$ cat config.mk
export PLATFORM = sky130hd
export DESIGN_NAME = sr4_deser
export DESIGN_NICKNAME = d
export VERILOG_FILES = /design/src/rtl/sr4_deser_pkg.sv /design/src/rtl/sr4_deser_sipo_shift.sv /design/src/rtl/sr4_deser.sv
export SDC_FILE = /design/constraint.sdc
export NUM_CORES = 1
export LEC_CHECK = 0
export ABC_CLOCK_PERIOD_IN_PS = 2290
export CAP_MARGIN = 20
export CORE_UTILIZATION = 50
export CTS_BUF_LIST = sky130_fd_sc_hd__clkbuf_8
export DETAILED_ROUTE_END_ITERATION = 6
export PLACE_DENSITY = 0.88
export SKIP_CTS_REPAIR_TIMING = 1
export SLEW_MARGIN = 20
export SYNTH_ARGS = -nofsm -noshare
export SYNTH_HDL_FRONTEND = slang
export SYNTH_HIERARCHICAL = 1
export SYNTH_SLANG_ARGS = --single-unit
$ cat constraint.sdc
create_clock -name clk -period 2.29 [get_ports clk]
set_clock_uncertainty 0.15 [all_clocks]
set_input_delay 0.3435 -clock clk [delete_from_list [all_inputs] [get_ports clk]]
set_output_delay 0.3435 -clock clk [all_outputs]
set_load 0.03 [all_outputs]
$ cat src/rtl/sr4_deser_pkg.sv
// Shared types and frame sizing for the sr4_deser receive stage.
// SR4_DESER_PARITY_EN appends one even-parity bit to every frame.
package sr4_pkg;

  typedef enum logic {
    IDLE  = 1'b0,
    SHIFT = 1'b1
  } state_t;

  localparam int WIDTH_DEF = 4;

`ifdef SR4_DESER_PARITY_EN
  localparam bit PARITY_EN = 1'b1;
`else
  localparam bit PARITY_EN = 1'b0;
`endif

  function automatic int frame_len(input int width);
    return PARITY_EN ? width + 1 : width;
  endfunction

endpackage

$ cat src/rtl/sr4_deser_sipo_shift.sv
// Right-shifting capture register: serial bits enter at the MSB and move toward bit 0.
// q_d_o exposes the next-state value so the completing bit is visible on its own edge.
module sipo_shift #(
  parameter int N = 4
) (
  input  logic         clk,
  input  logic         rst_n,
  input  logic         clr_i,
  input  logic         en_i,
  input  logic         din_i,
  output logic [N-1:0] q_d_o
);

  logic [N-1:0] q_q;
  logic [N-1:0] q_d;

  // Clear also loads din so a start-of-frame bit is never lost.
  always_comb begin
    q_d = q_q;
    if (clr_i) begin
      q_d = {din_i, {(N-1){1'b0}}};
    end else if (en_i) begin
      q_d = {din_i, q_q[N-1:1]};
    end
  end

  always_ff @(posedge clk or negedge rst_n) begin
    if (!rst_n) begin
      q_q <= '0;
    end else begin
      q_q <= q_d;
    end
  end

  assign q_d_o = q_d;

endmodule

$ cat src/rtl/sr4_deser.sv
// Serial-to-parallel receive stage (LSB first) with valid/ready output and sticky error flags.
// Build option SR4_DESER_PARITY_EN adds a trailing even-parity bit per frame.
import sr4_pkg::*;

module sr4_deser #(
  parameter int WIDTH = WIDTH_DEF
) (
  input  logic             clk,
  input  logic             rst_n,
  input  logic             sin,
  input  logic             sin_vld,
  input  logic             sof,
  output logic [WIDTH-1:0] dout,
  output logic             dout_vld,
  input  logic             dout_rdy,
  output logic             busy,
  output logic             overrun,
  output logic             parity_err,
  input  logic             err_clr
);

  localparam int FL = frame_len(WIDTH);
  localparam int CW = $clog2(FL + 1);

  state_t           state_q;
  logic [CW-1:0]    cnt_q;
  logic [WIDTH-1:0] dout_q;
  logic             dout_vld_q;
  logic             busy_q;
  logic             ovr_q;
  logic             perr_q;

  logic [FL-1:0]    frame_d;
  logic             start;
  logic             done;
  logic             par_bad;
  logic             ovr_set;
  logic             perr_set;

  always_comb begin
    start    = sin_vld && sof;
    done     = (state_q == SHIFT) && sin_vld && !sof && (cnt_q == CW'(FL - 1));
    ovr_set  = done && !par_bad && dout_vld_q && !dout_rdy;
    perr_set = done && par_bad;
  end

`ifdef SR4_DESER_PARITY_EN
  assign par_bad = ^frame_d;
`else
  assign par_bad = 1'b0;
`endif

  sipo_shift #(.N(FL)) u_sipo (
    .clk   (clk),
    .rst_n (rst_n),
    .clr_i (start),
    .en_i  (sin_vld && (state_q == SHIFT)),
    .din_i (sin),
    .q_d_o (frame_d)
  );

  always_ff @(posedge clk or negedge rst_n) begin
    if (!rst_n) begin
      state_q    <= IDLE;
      cnt_q      <= '0;
      busy_q     <= 1'b0;
      dout_q     <= '0;
      dout_vld_q <= 1'b0;
      ovr_q      <= 1'b0;
      perr_q     <= 1'b0;
    end else begin
      case (state_q)
        IDLE: begin
          if (start) begin
            state_q <= SHIFT;
            busy_q  <= 1'b1;
            cnt_q   <= CW'(1);
          end
        end
        SHIFT: begin
          if (start) begin
            cnt_q <= CW'(1);
          end else if (done) begin
            state_q <= IDLE;
            busy_q  <= 1'b0;
            cnt_q   <= '0;
          end else if (sin_vld) begin
            cnt_q <= cnt_q + CW'(1);
          end
        end
        default: begin
          state_q <= IDLE;
          busy_q  <= 1'b0;
          cnt_q   <= '0;
        end
      endcase

      // A completing word may replace the held one only if the consumer takes it this edge.
      if (done && !par_bad && (!dout_vld_q || dout_rdy)) begin
        dout_q     <= frame_d[WIDTH-1:0];
        dout_vld_q <= 1'b1;
      end else if (dout_vld_q && dout_rdy) begin
        dout_vld_q <= 1'b0;
      end

      ovr_q  <= ovr_set  || (ovr_q  && !err_clr);
      perr_q <= perr_set || (perr_q && !err_clr);
    end
  end

  assign dout       = dout_q;
  assign dout_vld   = dout_vld_q;
  assign busy       = busy_q;
  assign overrun    = ovr_q;
  assign parity_err = perr_q;

endmodule

Yosys cells after proc, flatten, opt, wreduce, memory -nomap -nowiden:

Cells that the tools add are included.

* reduce and logical (&&, ||, !) cells: 19
* multiplexer cells: 17
* add/subtract/negate cells: 1
* bitwise logic cells: 1
* equality and inequality tests: 5

Operators by type and width (number)
* two-way mux 3 bit: 4
* logical AND 1 bit: 10
* two-way mux 1 bit: 8
* two-way mux 4 bit: 2
* one-hot mux 3 bit (2 select lines): 1
* logical NOT 1 bit: 4
* != test 2 bit (second input constant): 2
* != test 4 x 2 -> 1 bit (second input constant): 1
* one-hot mux 1 bit (2 select lines): 2
* adder 3 x 1 -> 3 bit (second input constant): 1
* == test 3 x 2 -> 1 bit (second input constant): 1
* AND reduction 3 bit: 1
* logical OR 1 bit: 2
* != test 2 x 1 -> 1 bit (second input constant): 1
* AND reduction 2 bit: 1
* nonzero test 2 bit: 1
* inverter 1 bit: 1

* input bits: 7
* bits in registers: 16
* logic and storage cells: 51
* output and inout bits: 8

Logic depth before layout (Yosys ltp):

* depth after elaboration: 6
* depth in mapped cells: 5
* depth with buffers taken out: 5

Hierarchy:

The synthesis kept the hierarchy.

By module, submodules not included
* sr4_deser: sequential area each 300.3 um2, area an instance 508.0 um2, cells each 42, instances 1
* sipo_shift: sequential area each 100.1 um2, area an instance 156.4 um2, cells each 12, instances 1

Worst setup path after synthesis:

Ideal clock, no wire load.

* path type: reg2reg
* start point: register state_q
* end point: register dout_q[3], in the netlist dout[3]
* cell stages (with the launch flop): 6
* arrival time: 1425 ps
* buffers on the path: 0
* required time: 2015 ps
* slack: 591 ps
* clock period less this slack: 1699 ps
* setup time: 125 ps
* path through: dfrtp_1 > nand2_1 > inv_1 > nor2_1 > mux2_1 > mux2_2

* elaborated cells on any way between the ends: 6
* classes of those cells: 2 x mux; 4 x reduce/logical

RTL lines
* from (decl): line sr4_deser.sv:25 `state_t state_q;`
* from (signal assigned): line sr4_deser.sv:64 `state_q <= IDLE;`
* from (signal assigned): line sr4_deser.sv:75 `state_q <= SHIFT;`
* from (signal assigned): line sr4_deser.sv:84 `state_q <= IDLE;`
* logical AND 1 bit: line sr4_deser.sv:57 `.en_i (sin_vld && (state_q == SHIFT)),`
* two-way mux 4 bit: line sr4_deser_sipo_shift.sv:22 `end else if (en_i) begin`
* two-way mux 4 bit: line sr4_deser_sipo_shift.sv:20 `if (clr_i) begin`
* via frame_d[3]: line sr4_deser.sv:33 `logic [FL-1:0] frame_d;`
* to (signal assigned): line sr4_deser.sv:100 `dout_q <= frame_d[WIDTH-1:0];`
* to (decl): line sr4_deser.sv:27 `logic [WIDTH-1:0] dout_q;`

The timed path passes the listed nets, and every way through them passes these cells.
A chain may end at the register's enable or synchronous reset.

Worst setup path after layout:

* start point: input sin_vld
* end point: register dout_q[3], in the netlist dout[3]

* elaborated cells on any way between the ends: 7
* classes of those cells: 2 x mux; 5 x reduce/logical

RTL lines
* from (decl): line sr4_deser.sv:11 `input logic sin_vld,`
* logical AND 1 bit: line sr4_deser.sv:57
* two-way mux 4 bit: line sr4_deser_sipo_shift.sv:22
* two-way mux 4 bit *: line sr4_deser_sipo_shift.sv:20
* via frame_d[3]: line sr4_deser.sv:33

Mark *: on every way through the listed nets, which the timed path passes. The rest lies on a longest branch.

==> reports/results.txt <==
The run finished with clean final reports. Measured along the x axis, the die boundary spans 38.5 µm. The remaining design rule violation count was 0. In this run the tool buffered the top-level ports with 14 buffer cells. The total number of H-tree levels was 1. For the pin with the worst max-slew slack, the measured transition is 731 ps.

The synthesized-area fraction occupied by xor and xnor cells was 0; the wire length of the first global-routing pass was 2.12 mm. The detailed router finished its first iteration with 4 violations. The total congestion overflow came out at 0. Dominant combinational cell family by area after synthesis: simple AND/OR/NAND/NOR gates. The peak supply drop came out at 0.723 mV.

The initial antenna violation count is 0. TritonCTS built the clock tree. In this run the power spent charging and discharging nets is 0.000348 W.

Fraction of final layout cells sized beyond drive strength 1: 0.137. The logs give 451 for the via count of the first global-routing pass and 0.209 for the clock network fraction of total power. The maximum number of pins on one net before global-route repair was 17; the compound-gate portion of the synthesized area was 0.0810.

The portion of netlist area occupied by mux cells came out at 0.130. The count of different cell masters after synthesis is 20, and the number of failing setup endpoints in the final timing report is 0. The switching share of power came out at 0.350. Count of final hold-check violations: 0.

For this run, the slowest stage of the critical path takes 470 ps. The synthesized design contains 16 register bits. Antenna diode count: 0.

From synthesis to final layout, the design area changed by 32.2%. The initialized floorplan defines 12 standard-cell rows. Summed over all instances, the cell type with the most area after synthesis is dfrtp_1.

At the worst endpoint, the required time is 2270 ps. The type of the worst min-delay path is flip-flop to flip-flop. A synthesized cell averages 12.3 µm². The kind of cell with the highest combined delay along the critical path is multiplexers. The utilization of the core after routing was 0.750; the number of maximum-capacitance violations was 0. For this design, the slowest cell found on the critical path is clkdlybuf4s50_1.

In this run the deepest clock path goes through 2 buffers. Gate count after technology mapping: 54. Counting the buffers created by CTS gives 3.

The fraction of post-synthesis cell area in the top cell type by area was 0.603. The worst setup path is captured at a flip-flop. For this block, the routed nets add up to 1.34 mm of wire. The tools report the arrival time at the worst endpoint as 1900 ps. The tree built by TritonCTS fans out to 16 sinks. Worst relative slew slack: 0.511.

Setup total negative slack on the finished layout was measured at 0 ps. The largest fanout on the critical path is 6, and the overall die height is 38.5 µm. The critical path start-end classification was primary input to flip-flop. For the total number of yosys warnings, the log shows 6. CTS placed an instance of clkbuf_8 at the clock tree root.

The final critical-path share of the clock period was 0.837; the sequential cell fraction of total power was 0.420. Dividing the detail-routed via count by the number of cells gives 5.45. The total count of max-transition violations in the final report came out at 0. The logs give 3 for the length of the first detailed-routing pass in iterations and 250 ps for the insertion delay of the later-clocked pin in the worst-skew pair.

The run gives 0.00148 mm² as the area enclosed by the die boundary. For the sequential cell area fraction in the yosys report, the log shows 0.603. The core region is 0.00117 mm². The internal portion of total power is 0.000645 W, and the antenna violation net count after detailed routing is 0. Counting the fill cells in the layout gives 86. The final layout net count is 83. The signal on the critical path passes through clkdlybuf4s50_1 -> nand2_1 -> inv_1 -> nor2_1 -> mux2_1 -> mux2_2. The synthesized-area fraction occupied by and/or/nand/nor cells came out at 0.145. Fraction of power consumed by combinational cells: 0.372. STA classifies the critical path startpoint as a primary input. For this design the ratio of total power to cell area is 1130 mW/mm².

For this run, the top clock speed supported by timing is 522 MHz. The placed wire-length estimate is 936 µm, and the standby leakage power is 0.416 nW. The run gives 15 as the top-level port count. The detailed router placed 474 vias in this run.

The cell area after synthesis is 664 µm², and the global placer's final weighted congestion is 0.888. Together, buffers and inverters on the worst path number 2. The aggregate global-route resource usage came out at 0.223.

The clock period could shrink to 1920 ps. For the starting density of the core, the log shows 0.567. After synthesis, the cell types taking the most area are dfrtp_1 (60%), mux2_2 (6.8%), mux2i_1 (4.5%). The synthesized-area fraction occupied by adder cells was 0.0188; the average routed wire per standard cell was 15.4 µm.

The net count after synthesis is 62. After clock tree synthesis, the clock-pin slew on the worst setup and hold paths is 60 ps. Setup repair after global routing left no endpoint under its margin.
per-stage QoR:
stage / power, W / cell area [µm²] / worst slack, ps / cells / hold slack (ps)
6_report: 0.000993 / 878 / 373 / 87 / 347
5_1_grt: 0.00104 / 878 / 280 / 87 / 368
4_1_cts: 0.000992 / 878 / 382 / 87 / 352
3_5_place_dp: 0.000780 / 837 / 136 / 84 / 339
3_3_place_gp: 0.000763 / 837 / 185 / 84 / 311
2_1_floorplan: 0.000629 / 664 / 591 / 54 / -102
per-layer routing:
layer / global-route usage / wire length, µm / up-vias
li1: - / - / 224
met1: 0.319 / 612 / 237
met2: 0.335 / 653 / 11
met3: 0.0523 / 56 / 2
met4: 0.0776 / 19 / 0
met5: 0 / 0 / -
worst paths after layout:
check	start	endpoint	slack (ps)	cells after the start
worst max-delay path	sin_vld	dout[3]	370	6
worst min-delay path	cnt_q[2]	cnt_q[2]	350	1
worst max register to register	state_q	dout[3]	480	5
worst min register to register	cnt_q[2]	cnt_q[2]	350	1
max in group asynchronous	rst_n	parity_err	1150	1
min in group asynchronous	rst_n	dout_vld	380	1
placed cells by master, fill, tap and decap left out, drive strengths merged:
master / synthesis / final
ha: 1 / 1
nand4: 1 / 1
nor3: 1 / 1
or3: 1 / 1
and2: 1 / 1
mux2: 5 / 5
buf: 0 / 2
dfrtp: 16 / 16
mux2i: 3 / 3
o31ai: 1 / 1
clkdlybuf4s50: 0 / 14
clkbuf: 0 / 3
o21ai: 2 / 2
nor2b: 1 / 1
nor4b: 1 / 1
nand2b: 2 / 2
o22ai: 1 / 1
nor2: 6 / 6
o21a: 2 / 2
nand2: 2 / 2
a21oi: 3 / 3
inv: 4 / 4
worst reg2reg max path, stage by stage, from the launching register on:
cell,delay (ps)
dfrtp_1,450
nand2_1,250
inv_1,110
nor2_1,120
mux2_1,350
mux2_2,270
power by group through the flow:
stage          clock network (W)  logic, W  registers (W)
2_1_floorplan                  0  0.000134       0.000495
3_3_place_gp                   0  0.000350       0.000413
3_5_place_dp                   0  0.000364       0.000417
4_1_cts                 0.000206  0.000370       0.000416
5_1_grt                 0.000221  0.000395       0.000421
6_report                0.000207  0.000369       0.000417
area by class of cell:
type | count | area (µm²) | share of cell area
Multi-Input combinational cell | 34 | 249 | 0.283
Sequential cell | 16 | 400 | 0.456
Timing Repair Buffer | 16 | 155 | 0.177
Clock buffer | 3 | 41.3 | 0.0470
Inverter | 4 | 15.0 | 0.0171
Tap cell | 14 | 17.5 | 0.0199
sequential cells by signal, summed over array words and instances (netlist names):
register    flops
cnt_q           3
dout_vld        1
state_q         1
busy            1
dout            4
overrun         1
u_sipo/q_q      4
parity_err      1
logic make-up (layout without fill, tap and decap cells):
group	Yosys count	after routing
AO/OA/AOI/OAI	9	9
AND/OR/NAND/NOR	16	16
flip-flops	16	16
multiplexers	8	8
adder cells (fa/ha/maj)	1	1
buffers and inverters	4	23
synth_stat cells:
master and number:
or3_1 1, nor4b_4 1, o31ai_1 1, o21ai_0 2
nand4_1 1, nor2b_1 1, o22ai_1 1, o21a_1 2
mux2_1 1, ha_1 1, nand2b_1 2, inv_1 4
nor3_1 1, mux2i_1 3, nand2_1 2, mux2_2 4
and2_1 1, dfrtp_1 16, nor2_1 6, a21oi_1 3
(Power assumes the default switching activity.)
==> patch 1 (same flow settings) <==
The package constant `PARITY_EN` goes from 1'b0 to 1'b1.
--- a/src/rtl/sr4_deser_pkg.sv
+++ b/src/rtl/sr4_deser_pkg.sv
@@ -14,3 +14,3 @@
 `else
-  localparam bit PARITY_EN = 1'b0;
+  localparam bit PARITY_EN = 1'b1;
 `endif
Formal check against the unedited RTL: not equivalent (Yosys sat finds a counterexample within 10 cycles, from zero or initial values and one cycle with rst_n low).
==> patch 1 against the unedited design <==
Core utilization fell by 5.0 points; routed wire length decreased by 8.1%; power is 14% lower; synthesized cell count up 13%; setup slack better by 43 ps; area after synthesis increased by 13%; critical endpoint is now dout[1]$_DFFE_PN0P_; largest cell class unchanged; cell area grew 7.5%; sequential cell count is 1 higher.
==> patch 1: results (changes against the unedited design) <==
stage,metric,value,unit,change
run_status,outcome,"finished, final reports clean",,
power_and_ir_drop,static leakage,0.000461,µW,+11%
synth,Post-Synthesis Net Count,70,,+13%
global_routing,largest net degree at the start of global routing,18,,+1
global_routing,number of global-route vias before repair,478,,+6.0%
clocking,Skew-Pair Late Insertion Delay,250,ps,about the same
hold_path,hold wc startpoint,dout[2]$_DFFE_PN0P_,,
synth,predominant post-synthesis flop cell,dfrtp_1,,
critical_path,Worst EP arrival,1850,ps,-50 ps
drt,Iteration-0 DRC Markers,9,,+5
synth,fraction of the mapped netlist area in adder cells,0.0333,,+0.0144
layout,Post-layout nets,88,,+6.0%
drt,vias per cell,5.42,,-0.53%
power_and_ir_drop,maximum VDD drop,0.000570,V,-21%
sta,Least-Margin Pin Slew,709,ps,-22.3 ps
layout,ratio of cells with drive above 1 in the final layout,0.141,,+0.00404
layout,Post-Layout Cell Count,93,,+6.9%
drt,WL per Instance,13.3,µm,-14%
critical_path,"slowest stage delay, CP",530,ps,+60 ps
layout,Filler cells,102,,+19%
drt,Initial DRT Pass Iterations,5,,+2
synth,Post-Syn Instances,61,,+13%
placed_design,placed instance count,89,,+6.0%
global_routing,first-pass GRT wire length,1880,µm,-11%
placed_design,Detail Placement HPWL,905,µm,-3.3%
synth,Yosys cell types,24,,+20%
synth,synth cell count leaders,"17 x dfrtp_1, 6 x inv_1, 5 x nor2_1",,
synth,Synth Area in Compound Gates,0.0865,,+0.00554
synth,ranking of synthesized cells by area,"dfrtp_1 57%, mux2_2 6.0%, mux2i_1 5.3%, ha_1 3.3%, nor4b_4 3.2%",,
synth,multiplexer area fraction after synthesis,0.133,,+0.00317
critical_path,worst flop-to-flop path startpoint,cnt_q[0]$_DFFE_PN0P_,,
critical_path,CP max FO,7,,+1
critical_path,Top Family by Delay on Critical Path,buffers and inverters,,
-- patch 1: path summary, 6_finish.rpt --
kind / endpoint / slack (ps) / cells past startpoint
min reg2reg: dout[2]$_DFFE_PN0P_ / 350 / 1
max in group asynchronous: u_sipo/q_q[2]$_DFF_PN0_ / 1170 / 1
min in group asynchronous: busy$_DFFE_PN0P_ / 370 / 1
min: dout[2]$_DFFE_PN0P_ / 350 / 1
max: dout[1]$_DFFE_PN0P_ / 420 / 6
max reg2reg: dout[3]$_DFFE_PN0P_ / 560 / 5
-- patch 1: final cells by class --
type / count / area [µm²] / area share
Tap cell: 15 / 18.8 / 0.0199
Timing Repair Buffer: 14 / 140 / 0.148
Clock buffer: 3 / 41.3 / 0.0437
Inverter: 6 / 22.5 / 0.0238
Multi-Input combinational cell: 37 / 293 / 0.310
Sequential cell: 17 / 425 / 0.450
Clock inverter: 1 / 3.75 / 0.00397
-- patch 1: power breakdown --
part	leakage, µW	total, µW	switching (µW)	internal, µW
combinational	0.000214	251	133	118
sequential	0.000220	398	39.6	358
clock	0.0000269	206	87.9	119
-- patch 1: metrics by stage --
stage	instance area [µm²]	power (µW)	util	setup slack (ps)	hold slack (ps)
6_report	945	855	0.700	416	353
2_1_floorplan	752	555	-	673	-102
3_3_place_gp	900	640	0.666	228	332
5_1_grt	945	910	0.700	334	381
3_5_place_dp	900	653	0.666	210	339
4_1_cts	945	864	0.700	424	358
-- patch 1: routing by layer --
metal	part of all wire	wire (µm)	track usage	up-vias
met5	0	0	0	-
met4	0	0	0.0833	0
met3	0.058	72	0.0870	0
met2	0.55	677	0.332	15
met1	0.39	483	0.172	245
li1	-	-	-	244
-- patch 1: logic make-up after synthesis --
family,Yosys count
buf+inv,7
simple gates,16
mux,9
fa+ha+maj,2
compound gates,10
flops,17
==> patch 2 (same flow settings) <==
Made on the original files. Reset style: synchronous (`rst_n`), changed in 2 clocked blocks.
--- a/src/rtl/sr4_deser_sipo_shift.sv
+++ b/src/rtl/sr4_deser_sipo_shift.sv
@@ -26,3 +26,3 @@
 
-  always_ff @(posedge clk or negedge rst_n) begin
+  always_ff @(posedge clk) begin
     if (!rst_n) begin
--- a/src/rtl/sr4_deser.sv
+++ b/src/rtl/sr4_deser.sv
@@ -61,3 +61,3 @@
 
-  always_ff @(posedge clk or negedge rst_n) begin
+  always_ff @(posedge clk) begin
     if (!rst_n) begin
Function: differs if rst_n is asserted again (counterexample within 4 cycles, from zero or initial values and one cycle with rst_n low); with rst_n held inactive, the same outputs for 10 cycles.
==> patch 2 against the unedited design <==
Hold slack got worse by 67 ps; routed wire length shrank 3.2%; area after synthesis is 3.0% higher; critical path depth rose by 1; setup slack improved by 160 ps; via count rose by 19%; cell area grew 1.3%; sequential cell count unchanged; synthesized cell count is 39% higher; non-clock buffer count unchanged.
Power is not compared: it rests on default switching activity, and its combinational part moved more than twofold at a synthesized area within 25%.
==> patch 2: results (changes against the unedited design) <==
stage,metric,value,unit,change
run_status,outcome,"finished, final reports clean",,
critical_path,R2R depth,6,,+1
layout,inverters,3,,-1
global_routing,number of global-route vias before repair,531,,+18%
layout,multi-input gate count,54,,+59%
synth,Post-Synthesis Net Count,83,,+34%
synth,Async SR Flop Fraction,0,,-1.00
layout,Post-Layout Cell Count,106,,+22%
hold_path,hold wc startpoint,parity_err$_SDFF_PN0_,,
placed_design,dpl ws,291,ps,+155 ps
layout,Seq Cell Count,16,,unchanged
placed_design,routability cong.,0.824,,-7.2%
placed_design,Detail Placement HPWL,951,µm,+1.6%
critical_path,worst flop-to-flop path startpoint,state_q$_SDFF_PN0_,,
hold_path,WHS Endpoint,parity_err$_SDFF_PN0_,,
synth,ranking of synthesized cells by area,"dfxtp_1 47%, mux2i_1 12%, nand2_1 7.7%, nor2_1 4.9%, nor4_4 3.1%",,
drt,vias per cell,5.31,,-2.5%
sta,Final Worst Setup Slack,532,ps,+159 ps
critical_path,R2R Path End,dout[3]$_SDFFE_PN0P_,,
critical_path,Top Family by Delay on Critical Path,buffers and inverters,,
layout,Seq/total area,0.360,,-0.0958
placed_design,placed instance count,103,,+23%
layout,Clock-cell share,0.0464,,-0.000595
layout,Filler cells,90,,+4.7%
sta,Least-Margin Pin Slew,400,ps,-331 ps
critical_path,CP max FO,7,,+1
synth,sequential share of the synthesized area,0.468,,-0.135
-- patch 2: changes by cell type after synthesis, moves of 2 or more --
cell      before  now
dfrtp_1       16    0
dfxtp_1        0   16
nand2_1        2   14
mux2i_1        3    8
mux2_2         4    0
nor2_1         6    9
a21boi_0       0    2
-- patch 2: cells by family (layout without fill, tap and decap cells) --
kind of cell	Yosys count	in the layout	share of synthesized area
AOI/OAI and AO/OA	10	10	0.0951
DFF	16	16	0.468
and+or+nand+nor	34	34	0.250
adders and majority gates	1	1	0.0183
buffers and inverters	5	22	0.0292
muxes	9	9	0.139
-- patch 2: routing by layer --
metal  routed length, µm  track usage  up-vias  share of wire
met3                  44       0.0347        5          0.034
li1                    -            -      288              -
met1                 626        0.264      256           0.48
met4                  35        0.155        0          0.027
met5                   0            0        -              0
met2                 592        0.358       14           0.46
-- patch 2: where the power goes --
part / switching [µW] / total (µW) / internal, µW
Sequential: 4.30 / 288 / 284
Clock: 88.3 / 205 / 116
Combinational: 25.0 / 50.0 / 25.0
Total: 118 / 543 / 425
